$ cat src/rtl/pool_pkg.sv
// -----------------------------------------------------------------------------
// pool_pkg
// Shared constants and types for the 2x2 RGB444 average-pooling block.
//   PIX_W   : RGB444 pixel width
//   CH_W    : single colour channel width
//   PAIR_W  : width of a two-pixel channel sum
//   SUM_W   : width of a four-pixel channel sum
//   R_/G_/B_HI/LO : channel slice bounds inside a pixel
//   LB_W    : line buffer entry width (three packed pair sums)
//   row_state_t, EVEN_ROW, ODD_ROW : row-phase FSM encoding
// -----------------------------------------------------------------------------
package pool_pkg;

  localparam int PIX_W  = 12;
  localparam int CH_W   = 4;
  localparam int PAIR_W = 5;
  localparam int SUM_W  = 6;

  localparam int R_HI = 11;
  localparam int R_LO = 8;
  localparam int G_HI = 7;
  localparam int G_LO = 4;
  localparam int B_HI = 3;
  localparam int B_LO = 0;

  localparam int LB_W = 3 * PAIR_W;

  typedef logic [0:0] row_state_t;
  localparam row_state_t EVEN_ROW = 1'b0;
  localparam row_state_t ODD_ROW  = 1'b1;

  // Zero-extended sum of two channel values.
  function automatic logic [PAIR_W-1:0] pair_sum(input logic [CH_W-1:0] a,
                                                 input logic [CH_W-1:0] b);
    return {1'b0, a} + {1'b0, b};
  endfunction

endpackage

$ cat src/rtl/pool_line_buf.sv
// -----------------------------------------------------------------------------
// pool_line_buf
// Holds the per-channel pair sums of the even row, one entry per output column.
//   clk   : clock
//   we    : write enable
//   waddr : write address (output column)
//   wdata : packed {R,G,B} pair sums, PAIR_W bits each
//   raddr : read address (output column)
//   rdata : asynchronous read data
// -----------------------------------------------------------------------------
module pool_line_buf
  import pool_pkg::*;
#(
  parameter int DEPTH  = 10,
  parameter int ADDR_W = 4
) (
  input  logic              clk,
  input  logic              we,
  input  logic [ADDR_W-1:0] waddr,
  input  logic [LB_W-1:0]   wdata,
  input  logic [ADDR_W-1:0] raddr,
  output logic [LB_W-1:0]   rdata
);

  logic [LB_W-1:0] mem [DEPTH];

  // NOTE: storage arrays get no reset; every entry is written on the even row
  // before the odd row reads it, and a reset port would block RAM mapping.
  always_ff @(posedge clk) begin
    if (we) mem[waddr] <= wdata;
  end

  assign rdata = mem[raddr];

endmodule

$ cat src/rtl/pool2x2_downsample.sv
// -----------------------------------------------------------------------------
// pool2x2_downsample
// Averages each non-overlapping 2x2 block of an RGB444 raster frame into one
// output pixel, with valid/ready handshakes on both sides.
//   clk        : clock, rising edge
//   reset      : asynchronous active-high reset
//   pixel_in   : RGB444 input pixel, R[11:8] G[7:4] B[3:0]
//   in_valid   : pixel_in is valid
//   in_ready   : block can accept a pixel
//   pixel_out  : averaged RGB444 pixel (registered)
//   out_valid  : pixel_out is valid
//   out_ready  : downstream accepts pixel_out
//   frame_done : one-cycle pulse after the last pixel of a frame is accepted
// Build option: define POOL_ROUND_EN to round half up instead of truncating.
// -----------------------------------------------------------------------------
module pool2x2_downsample
  import pool_pkg::*;
#(
  parameter int IN_ROWS = 20,
  parameter int IN_COLS = 20
) (
  input  logic             clk,
  input  logic             reset,
  input  logic [PIX_W-1:0] pixel_in,
  input  logic             in_valid,
  output logic             in_ready,
  output logic [PIX_W-1:0] pixel_out,
  output logic             out_valid,
  input  logic             out_ready,
  output logic             frame_done
);

  localparam int COL_W  = (IN_COLS > 1) ? $clog2(IN_COLS) : 1;
  localparam int ROW_W  = (IN_ROWS > 1) ? $clog2(IN_ROWS) : 1;
  localparam int DEPTH  = IN_COLS / 2;
  localparam int ADDR_W = (DEPTH > 1) ? $clog2(DEPTH) : 1;

  if (IN_ROWS % 2 != 0) begin : g_rows_odd
    $error("pool2x2_downsample: IN_ROWS must be even");
  end
  if (IN_COLS % 2 != 0) begin : g_cols_odd
    $error("pool2x2_downsample: IN_COLS must be even");
  end

  logic [COL_W-1:0]  col;
  logic [ROW_W-1:0]  row;
  row_state_t        state;
  logic [PIX_W-1:0]  held;

  logic              in_fire;
  logic              col_last;
  logic              row_last;
  logic              complete;
  logic              lb_we;
  logic [ADDR_W-1:0] lb_addr;
  logic [LB_W-1:0]   lb_wdata;
  logic [LB_W-1:0]   lb_rdata;
  logic [PIX_W-1:0]  result;

  // Four-pixel channel average from an even-row pair sum plus two odd-row values.
  function automatic logic [CH_W-1:0] avg_channel(input logic [PAIR_W-1:0] pair,
                                                  input logic [CH_W-1:0]   a,
                                                  input logic [CH_W-1:0]   b);
    logic [SUM_W-1:0] total;
`ifdef POOL_ROUND_EN
    logic [SUM_W:0]   rounded;
`endif
    total = SUM_W'(pair) + SUM_W'(a) + SUM_W'(b);
`ifdef POOL_ROUND_EN
    rounded = {1'b0, total} + (SUM_W+1)'(2);
    return rounded[5:2];
`else
    return total[5:2];
`endif
  endfunction

  // A stalled output blocks input only while downstream is not taking it.
  assign in_ready = !out_valid || out_ready;
  assign in_fire  = in_valid && in_ready;
  assign col_last = (col == COL_W'(IN_COLS - 1));
  assign row_last = (row == ROW_W'(IN_ROWS - 1));
  assign lb_addr  = ADDR_W'(col >> 1);

  // Odd column of an even row stores the pair sum; odd column of an odd row
  // completes a 2x2 block.
  assign lb_we    = in_fire && (state == EVEN_ROW) && col[0];
  assign complete = in_fire && (state == ODD_ROW) && col[0];

  assign lb_wdata = {pair_sum(held[R_HI:R_LO], pixel_in[R_HI:R_LO]),
                     pair_sum(held[G_HI:G_LO], pixel_in[G_HI:G_LO]),
                     pair_sum(held[B_HI:B_LO], pixel_in[B_HI:B_LO])};

  assign result = {avg_channel(lb_rdata[3*PAIR_W-1:2*PAIR_W], held[R_HI:R_LO], pixel_in[R_HI:R_LO]),
                   avg_channel(lb_rdata[2*PAIR_W-1:PAIR_W],   held[G_HI:G_LO], pixel_in[G_HI:G_LO]),
                   avg_channel(lb_rdata[PAIR_W-1:0],          held[B_HI:B_LO], pixel_in[B_HI:B_LO])};

  pool_line_buf #(
    .DEPTH  (DEPTH),
    .ADDR_W (ADDR_W)
  ) u_line_buf (
    .clk   (clk),
    .we    (lb_we),
    .waddr (lb_addr),
    .wdata (lb_wdata),
    .raddr (lb_addr),
    .rdata (lb_rdata)
  );

  // NOTE: registers are updated with non-blocking assignments so every read in
  // this block sees the pre-edge value, independent of statement order.
  always_ff @(posedge clk or posedge reset) begin
    if (reset) begin
      col        <= '0;
      row        <= '0;
      state      <= EVEN_ROW;
      held       <= '0;
      pixel_out  <= '0;
      out_valid  <= 1'b0;
      frame_done <= 1'b0;
    end else begin
      frame_done <= in_fire && col_last && row_last;

      if (in_fire) begin
        if (!col[0]) held <= pixel_in;
        if (col_last) begin
          col   <= '0;
          state <= (state == EVEN_ROW) ? ODD_ROW : EVEN_ROW;
          row   <= row_last ? '0 : row + 1'b1;
        end else begin
          col <= col + 1'b1;
        end
      end

      // A new result wins over a same-cycle output transfer.
      if (complete) begin
        pixel_out <= result;
        out_valid <= 1'b1;
      end else if (out_ready) begin
        out_valid <= 1'b0;
      end
    end
  end

endmodule

$ cat config.mk
export PLATFORM = sky130hd
export DESIGN_NAME = pool2x2_downsample
export DESIGN_NICKNAME = d
export VERILOG_FILES = /design/src/rtl/pool_pkg.sv /design/src/rtl/pool_line_buf.sv /design/src/rtl/pool2x2_downsample.sv
export SDC_FILE = /design/constraint.sdc
export NUM_CORES = 1
export LEC_CHECK = 0
export ABC_AREA = 1
export BUFFER_PORTS_ARGS = -buffer_cell sky130_fd_sc_hd__clkbuf_2
export CAP_MARGIN = 20
export CELL_PAD_IN_SITES_DETAIL_PLACEMENT = 1
export CELL_PAD_IN_SITES_GLOBAL_PLACEMENT = 2
export CORE_ASPECT_RATIO = 1.5
export CORE_MARGIN = 3
export CORE_UTILIZATION = 40
export CTS_CLUSTER_DIAMETER = 30
export DETAILED_ROUTE_END_ITERATION = 6
export PLACE_DENSITY = 0.78
export SLEW_MARGIN = 0
export SYNTH_ARGS = -nofsm -noshare
export SYNTH_HDL_FRONTEND = slang
export SYNTH_SLANG_ARGS = --single-unit
$ cat constraint.sdc
create_clock -name clk -period 8.8 [get_ports clk]
set_input_delay 1.76 -clock clk [delete_from_list [all_inputs] [get_ports clk]]
set_output_delay 1.76 -clock clk [all_outputs]
set_load 0.005 [all_outputs]
==> results of run 1 <==
==> flip-flops by register name, indices dropped and copies added, names as in the netlist <==
| register | cells |
|---|---|
| u_line_buf.mem | 150 |
| held | 12 |
| pixel_out | 12 |
| col | 5 |
| frame_done | 1 |
| out_valid | 1 |
| row | 5 |
| state | 1 |
==> stage by stage <==
stage	std cells	hold slack, ns	setup WS (ns)	utilization, %
final	989	0.4767	4.684	46.06
after global routing	989	0.5176	4.354	46.06
after CTS	987	0.4863	4.603	45.94
after detailed placement	955	0.4693	4.628	43.03
after global placement	949	0.4556	4.677	42.74
after floorplan	675	0.4641	5.018	-
==> layout make-up <==
type	count	area [um^2]
tap	264	330.3
sequential	187	5433
fill	2167	11060
inverter	43	166.4
clock inverter	15	170.2
timing repair buffer	45	289.0
multi-input combinational	418	2629
clock buffer	17	425.4
==> worst max path at each step <==
stage               cells past startpoint                from  slack (ns)                              to
floorplan                               6           out_ready        5.02  u_line_buf.mem[0][0]$_DFFE_PP_
global placement                        7           out_ready        4.68  u_line_buf.mem[6][3]$_DFFE_PP_
detailed placement                     13  col[1]$_DFFE_PP0P_        4.63        pixel_out[3]$_DFFE_PP0P_
CTS                                    14  col[1]$_DFFE_PP0P_        4.60        pixel_out[3]$_DFFE_PP0P_
global route                           14  col[1]$_DFFE_PP0P_        4.35        pixel_out[3]$_DFFE_PP0P_
finish                                 14  col[1]$_DFFE_PP0P_        4.68        pixel_out[3]$_DFFE_PP0P_
==> worst reg2reg max path, cell delays in order, from the launching register on <==
cell                      delay, ns
sky130_fd_sc_hd__dfrtp_2       0.34
sky130_fd_sc_hd__buf_4         0.52
sky130_fd_sc_hd__inv_6         0.34
sky130_fd_sc_hd__nor2_1        0.68
sky130_fd_sc_hd__buf_4         0.35
sky130_fd_sc_hd__a22oi_1       0.10
sky130_fd_sc_hd__a31oi_1       0.19
sky130_fd_sc_hd__nor3_1        0.12
sky130_fd_sc_hd__fa_1          0.51
sky130_fd_sc_hd__a21oi_1       0.06
sky130_fd_sc_hd__fa_1          0.41
sky130_fd_sc_hd__a21oi_1       0.15
sky130_fd_sc_hd__nor2_1        0.05
sky130_fd_sc_hd__o21ai_0       0.13
sky130_fd_sc_hd__nand2_1       0.07
==> cells in the mapped netlist (17+ instances only) <==
cell type                  instances
sky130_fd_sc_hd__a21oi_1          20
sky130_fd_sc_hd__a22oi_1          24
sky130_fd_sc_hd__a31oi_1          24
sky130_fd_sc_hd__dfrtp_1          37
sky130_fd_sc_hd__edfxtp_1        150
sky130_fd_sc_hd__ha_1             23
sky130_fd_sc_hd__inv_1            40
sky130_fd_sc_hd__nand2_1         125
sky130_fd_sc_hd__nand3_1          57
sky130_fd_sc_hd__nor2_1           37
sky130_fd_sc_hd__nor3_1           22
sky130_fd_sc_hd__o21ai_0          17
==> layer usage <==
layer	global-route usage, %	vias to the layer above	wire [um]
met3	2.808	23	456
li1	-	2475	-
met2	31.94	68	10470
met1	23.12	2698	8283
met5	0	-	0
met4	6.272	0	486
==> power breakdown <==
group	switching (mW)	internal, mW
combinational	0.994	0.472
sequential	0.0633	1.23
clock	0.329	0.447
total	1.39	2.15
==> cells by family after synthesis <==
family                   after synthesis  share of synthesized area, %
AND/OR/NAND/NOR                      271                         14.92
flip-flops                           187                         65.01
AO/OA/AOI/OAI                         87                         6.336
buffers and inverters                 70                         4.119
adder cells (fa/ha/maj)               38                         7.040
XOR/XNOR                              13                         1.363
multiplexers                           9                         1.213
==> impl_metrics.env, run 1 <==
export IMPL_holdPathEnd="pixel_out[0]$_DFFE_PP0P_"
export IMPL_run_status="finished clean"
export IMPL_finalNetCount=766
export IMPL_critPathRequiredTime_ns=9.11
export IMPL_detailed_placer_s_ending_hpwl_um=13910
export IMPL_most_frequent_standard_cell_in_the_layout_excluding_fill_and_tap_cells="sky130_fd_sc_hd__edfxtp_1"
export IMPL_clk_transition_reported_paths_ns=0.06
export IMPL_regToRegSetupSlack_ns=4.68
export IMPL_max_slew_margin_pct=43.08
export IMPL_final_max_slew_viol_count=0
export IMPL_routed_wire_length_per_instance_um=19.91
export IMPL_detail_route_first_pass_iterations=4
export IMPL_worst_setup_end_kind="flip-flop"
export IMPL_mappedNetlistNets=729
export IMPL_worst_setup_path_start_kind="flip-flop"
export IMPL_cts_hold_repair_buffers=0
export IMPL_port_buffers=30
export IMPL_worstHoldPathCells=2
export IMPL_core_mm2=0.02050
export IMPL_pin_count_of_the_biggest_net_entering_global_routing=62
export IMPL_r2r_end="pixel_out[3]$_DFFE_PP0P_"
export IMPL_worst_ir_drop_vdd_mv=0.1542
export IMPL_initial_utilization_pct=40.75
export IMPL_postPlaceCellArea_mm2=0.008821
export IMPL_clock_insertion_delay_at_the_later_pin_of_the_skew_report_ns=0.43
export IMPL_synth_cell_area_mm2=0.008353
export IMPL_dieHeight_um=183.0
export IMPL_drv_max_cap_violation_count=0
export IMPL_layout_drive_gt1_share_pct=16.41
export IMPL_tritoncts_num_buffers=17
export IMPL_layout_min_cycle_time_ns=4.116
export IMPL_pwr_density_cell_mw_per_mm2=374.3
export IMPL_grt_first_pass_wirelength_um=31300
export IMPL_detail_route_drc_violations=0
export IMPL_floorplan_die_area_mm2=0.02269
export IMPL_synth_ff_type="sky130_fd_sc_hd__edfxtp_1"
export IMPL_number_of_cells_upsized_or_downsized_after_cts=0
export IMPL_cts_repair_timing_setup_buffer_count=0
export IMPL_area_growth_synth_to_final_pct=13.05
export IMPL_timing_final_setup_violations=0
export IMPL_routability_congestion_estimate_from_global_placement=0.8108
export IMPL_fin_skew_ns=0.007103
export IMPL_timing_worst_slew_pin_value_ns=0.8509
export IMPL_core_rowCount=64
export IMPL_synth_largest_area_cell="sky130_fd_sc_hd__edfxtp_1"
export IMPL_globalRoute_totalOverflow=0
export IMPL_floorplan_io_pins=31
export IMPL_ys_ff_latch=187
export IMPL_totalPowerFinal_mw=3.534
export IMPL_timing_critical_path_slowest_cell_delay_ns=0.66
export IMPL_dr_first_iter_drc_count=389
export IMPL_worst_min_delay_path_class="reg -> reg"
export IMPL_num_antenna_cells=0
export IMPL_antenna_violations_before_repair=0
export IMPL_ys_async_sr_fraction_pct=19.79
export IMPL_fin_area_mm2=0.009443
export IMPL_average_via_count_per_standard_cell=5.323
export IMPL_route_final_wire_length_um=19700
export IMPL_ys_types=32
export IMPL_synth_enable_flop_cells=150
export IMPL_layout_cells_most_common_list="sky130_fd_sc_hd__edfxtp_1 (150), sky130_fd_sc_hd__nand2_1 (125), sky130_fd_sc_hd__nand3_1 (57), sky130_fd_sc_hd__inv_1 (40), sky130_fd_sc_hd__nor2_1 (37)"
export IMPL_leakagePower_nw=3.615
export IMPL_critPathArrivalTime_ns=4.43
export IMPL_clockRootBuffer="sky130_fd_sc_hd__clkbuf_16"
export IMPL_worstPathMaxFanout=55
export IMPL_first_global_vias=5642
export IMPL_netlist_instances=675
export IMPL_final_min_period_over_clock_period_pct=46.78
export IMPL_ctsHtreeMaxLevel=4
export IMPL_yosys_top_cells_area="sky130_fd_sc_hd__edfxtp_1 (54%), sky130_fd_sc_hd__dfrtp_1 (11%), sky130_fd_sc_hd__nand2_1 (5.6%)"
export IMPL_critical_path_cell_chain="buf_4, inv_6, nor2_1, buf_4, a22oi_1, a31oi_1, nor3_1, fa_1, a21oi_1, fa_1, a21oi_1, nor2_1, o21ai_0, nand2_1"
export IMPL_critical_path_reg2reg_startpoint="col[1]$_DFFE_PP0P_"
export IMPL_critical_path_n_buffers_inverters=3
export IMPL_hold_path_startpoint="pixel_out[0]$_DFFE_PP0P_"
export IMPL_cts_tree="done"
export IMPL_yosysSeqAreaShare_pct=65.01
export IMPL_setup_total_negative_slack_ns=0
export IMPL_avgSynthCellArea_um2=12.37
export IMPL_portion_of_synthesized_cell_area_occupied_by_the_leading_cell_type_pct=53.92
export IMPL_antenna_nets_post_route=0
export IMPL_setup_repair_after_global_routing_missed_its_margin="false"
export IMPL_crit_path_top_delay_cell="sky130_fd_sc_hd__nor2_1"
export IMPL_yosys_warnings=0
export IMPL_worst_r2r_cell_count=14
export IMPL_worst_setup_path_type="reg -> reg"
export IMPL_finalHoldViolations=0
export IMPL_cts_root_to_sink_buffers=2
export IMPL_fmaxAchievable_mhz=242.9
export IMPL_grt_usage_pct=18.34
export IMPL_routed_via_count=5264
export IMPL_die_width_um=124.0
export IMPL_cts_sink_count=187
export IMPL_cp_top_family="buffers and inverters"
(Power assumes the default switching activity.)
==> run 2: changes to the inputs <==
clock period = 4 ns   (was 8.8 ns; I/O delays follow)
==> impl_metrics.env, run 2 (same netlist as run 1, synthesis figures left out) <==
export IMPL_detail_route_drc_violations=0
export IMPL_fin_skew_ns=0.008937
export IMPL_antenna_nets_post_route=0
export IMPL_leakagePower_nw=3.618
export IMPL_final_max_slew_viol_count=0
export IMPL_cts_root_to_sink_buffers=2
export IMPL_dieHeight_um=183.0
export IMPL_crit_path_top_delay_cell="sky130_fd_sc_hd__nor2_2"
export IMPL_num_antenna_cells=0
export IMPL_layout_min_cycle_time_ns=3.458
export IMPL_timing_final_setup_violations=0
export IMPL_area_growth_synth_to_final_pct=13.33
export IMPL_worst_ir_drop_vdd_mv=0.3263
export IMPL_clock_insertion_delay_at_the_later_pin_of_the_skew_report_ns=0.44
export IMPL_grt_first_pass_wirelength_um=32710
export IMPL_route_final_wire_length_um=21140
export IMPL_tritoncts_num_buffers=17
export IMPL_critical_path_reg2reg_startpoint="col[1]$_DFFE_PP0P_"
export IMPL_grt_busiest_layer="met2"
export IMPL_detailed_placer_s_ending_hpwl_um=14200
export IMPL_grt_usage_pct=19.49
export IMPL_run_status="finished clean"
export IMPL_max_slew_margin_pct=43.32
export IMPL_initial_utilization_pct=40.75
export IMPL_dr_first_iter_drc_count=375
export IMPL_clk_transition_reported_paths_ns=0.07
export IMPL_floorplan_io_pins=31
export IMPL_reg_largest_list="u_line_buf.mem (150), held (12), pixel_out (12)"
export IMPL_cts_sink_count=187
export IMPL_detail_route_first_pass_iterations=4
export IMPL_clockRootBuffer="sky130_fd_sc_hd__clkbuf_16"
export IMPL_largest_register_ff_count=150
export IMPL_core_mm2=0.02050
export IMPL_cts_hold_repair_buffers=0
export IMPL_worst_setup_end_kind="flip-flop"
export IMPL_port_buffers=30
export IMPL_finalNetCount=769
export IMPL_worst_min_delay_path_class="in -> async"
export IMPL_routed_via_count=5361
export IMPL_most_frequent_standard_cell_in_the_layout_excluding_fill_and_tap_cells="sky130_fd_sc_hd__edfxtp_1"
export IMPL_use_met2_pct=35.30
export IMPL_number_of_cells_upsized_or_downsized_after_cts=0
export IMPL_final_min_period_over_clock_period_pct=86.45
export IMPL_layout_drive_gt1_share_pct=16.76
export IMPL_setup_repair_after_global_routing_missed_its_margin="false"
export IMPL_pin_count_of_the_biggest_net_entering_global_routing=42
export IMPL_die_width_um=124.0
export IMPL_floorplan_die_area_mm2=0.02269
export IMPL_pwr_density_cell_mw_per_mm2=827.8
export IMPL_routed_wire_length_per_instance_um=21.31
export IMPL_drv_max_cap_violation_count=0
export IMPL_layout_cells_most_common_list="sky130_fd_sc_hd__edfxtp_1 (150), sky130_fd_sc_hd__nand2_1 (125), sky130_fd_sc_hd__nand3_1 (57), sky130_fd_sc_hd__inv_1 (40), sky130_fd_sc_hd__nor2_1 (37)"
export IMPL_antenna_violations_before_repair=0
export IMPL_cts_repair_timing_setup_buffer_count=0
export IMPL_worstPathMaxFanout=15
export IMPL_fmaxAchievable_mhz=289.2
export IMPL_average_via_count_per_standard_cell=5.404
export IMPL_critical_path_cell_chain="nor2_2, buf_4, a22oi_1, a31oi_1, nor3_1, fa_1, a21oi_1, fa_1, a21oi_1, nor2_1, o21ai_0, nand2_1"
export IMPL_globalRouteMet3Util_pct=2.839
export IMPL_hold_slack_ns=0.4379
export IMPL_routability_congestion_estimate_from_global_placement=0.8197
export IMPL_cts_tree="done"
export IMPL_worst_setup_path_start_kind="flip-flop"
export IMPL_max_flop_register="u_line_buf.mem"
export IMPL_globalRoute_totalOverflow=0
export IMPL_ctsHtreeMaxLevel=4
export IMPL_use_met1_pct=23.16
export IMPL_first_global_vias=5831
export IMPL_worst_r2r_cell_count=12
export IMPL_r2r_end="pixel_out[3]$_DFFE_PP0P_"
export IMPL_critPathArrivalTime_ns=3.78
export IMPL_timing_worst_slew_pin_value_ns=0.8473
export IMPL_regToRegSetupSlack_ns=0.54
export IMPL_critPathRequiredTime_ns=4.32
export IMPL_core_rowCount=64
export IMPL_timing_critical_path_slowest_cell_delay_ns=0.63
export IMPL_setup_total_negative_slack_ns=0
export IMPL_finalHoldViolations=0
export IMPL_worst_setup_path_type="reg -> reg"
==> run 2: cell types whose count changed in the layout (fill, tap and decap cells not counted) <==
| cell | previous run | this run |
|---|---|---|
| sky130_fd_sc_hd__buf_4 | 9 | 16 |
| sky130_fd_sc_hd__buf_6 | 5 | 0 |
| sky130_fd_sc_hd__clkinvlp_4 | 0 | 3 |
| sky130_fd_sc_hd__buf_12 | 0 | 2 |
| sky130_fd_sc_hd__inv_6 | 5 | 3 |
| sky130_fd_sc_hd__buf_8 | 1 | 0 |
| sky130_fd_sc_hd__clkbuf_1 | 0 | 1 |
| sky130_fd_sc_hd__clkinv_1 | 2 | 1 |
| sky130_fd_sc_hd__clkinv_2 | 4 | 3 |
| sky130_fd_sc_hd__clkinv_4 | 2 | 1 |
| sky130_fd_sc_hd__inv_8 | 0 | 1 |
==> run 2: how the worst max path moves through the flow <==
stage / start / cells past startpoint / to / slack [ns]
floorplan: out_ready / 6 / u_line_buf.mem[0][0]$_DFFE_PP_ / 1.18
global placement: col[2]$_DFFE_PP0P_ / 12 / pixel_out[3]$_DFFE_PP0P_ / 0.63
detailed placement: col[1]$_DFFE_PP0P_ / 12 / pixel_out[3]$_DFFE_PP0P_ / 0.54
CTS: col[1]$_DFFE_PP0P_ / 12 / pixel_out[3]$_DFFE_PP0P_ / 0.50
global route: col[1]$_DFFE_PP0P_ / 14 / pixel_out[2]$_DFFE_PP0P_ / 0.29
finish: col[1]$_DFFE_PP0P_ / 12 / pixel_out[3]$_DFFE_PP0P_ / 0.54
==> run 2: routing by layer <==
metal,vias up,part of all wire [%]
met3,30,3.0
met5,-,0
met4,0,2.4
met2,101,54
li1,2480,-
met1,2750,41
==> run 2: critical path, delay by kind of cell (launching register included) <==
kind	cells	cell delay (ns)
DFF	1	0.55
AOI/OAI and AO/OA	5	0.65
buffers and inverters	1	0.32
adders and majority gates	2	0.94
and+or+nand+nor	4	0.87
==> run 2: final cells by class <==
class,count,area (um^2)
Tap cell,264,330.3
Clock inverter,14,168.9
Clock buffer,18,429.2
Multi-Input combinational cell,418,2629
Timing Repair Buffer,48,310.3
Inverter,43,166.4
Fill cell,2166,11030
Sequential cell,187,5433
==> run 2: stage by stage <==
step	power, mW	cell area (um^2)	std cells	worst slack (ns)	util (%)
floorplan	5.153	8353	675	1.178	-
global placement	5.999	8869	960	0.6346	43.26
detailed placement	6.188	8869	960	0.5404	43.26
CTS	7.933	9467	992	0.4971	46.18
global route	8.424	9467	992	0.2893	46.18
finish	7.837	9467	992	0.5419	46.18
==> run 2: power by group <==
part / total (mW) / internal (mW) / switching [mW]
Sequential: 2.90 / 2.70 / 0.199
Clock: 1.72 / 0.986 / 0.737
Combinational: 3.21 / 1.06 / 2.16
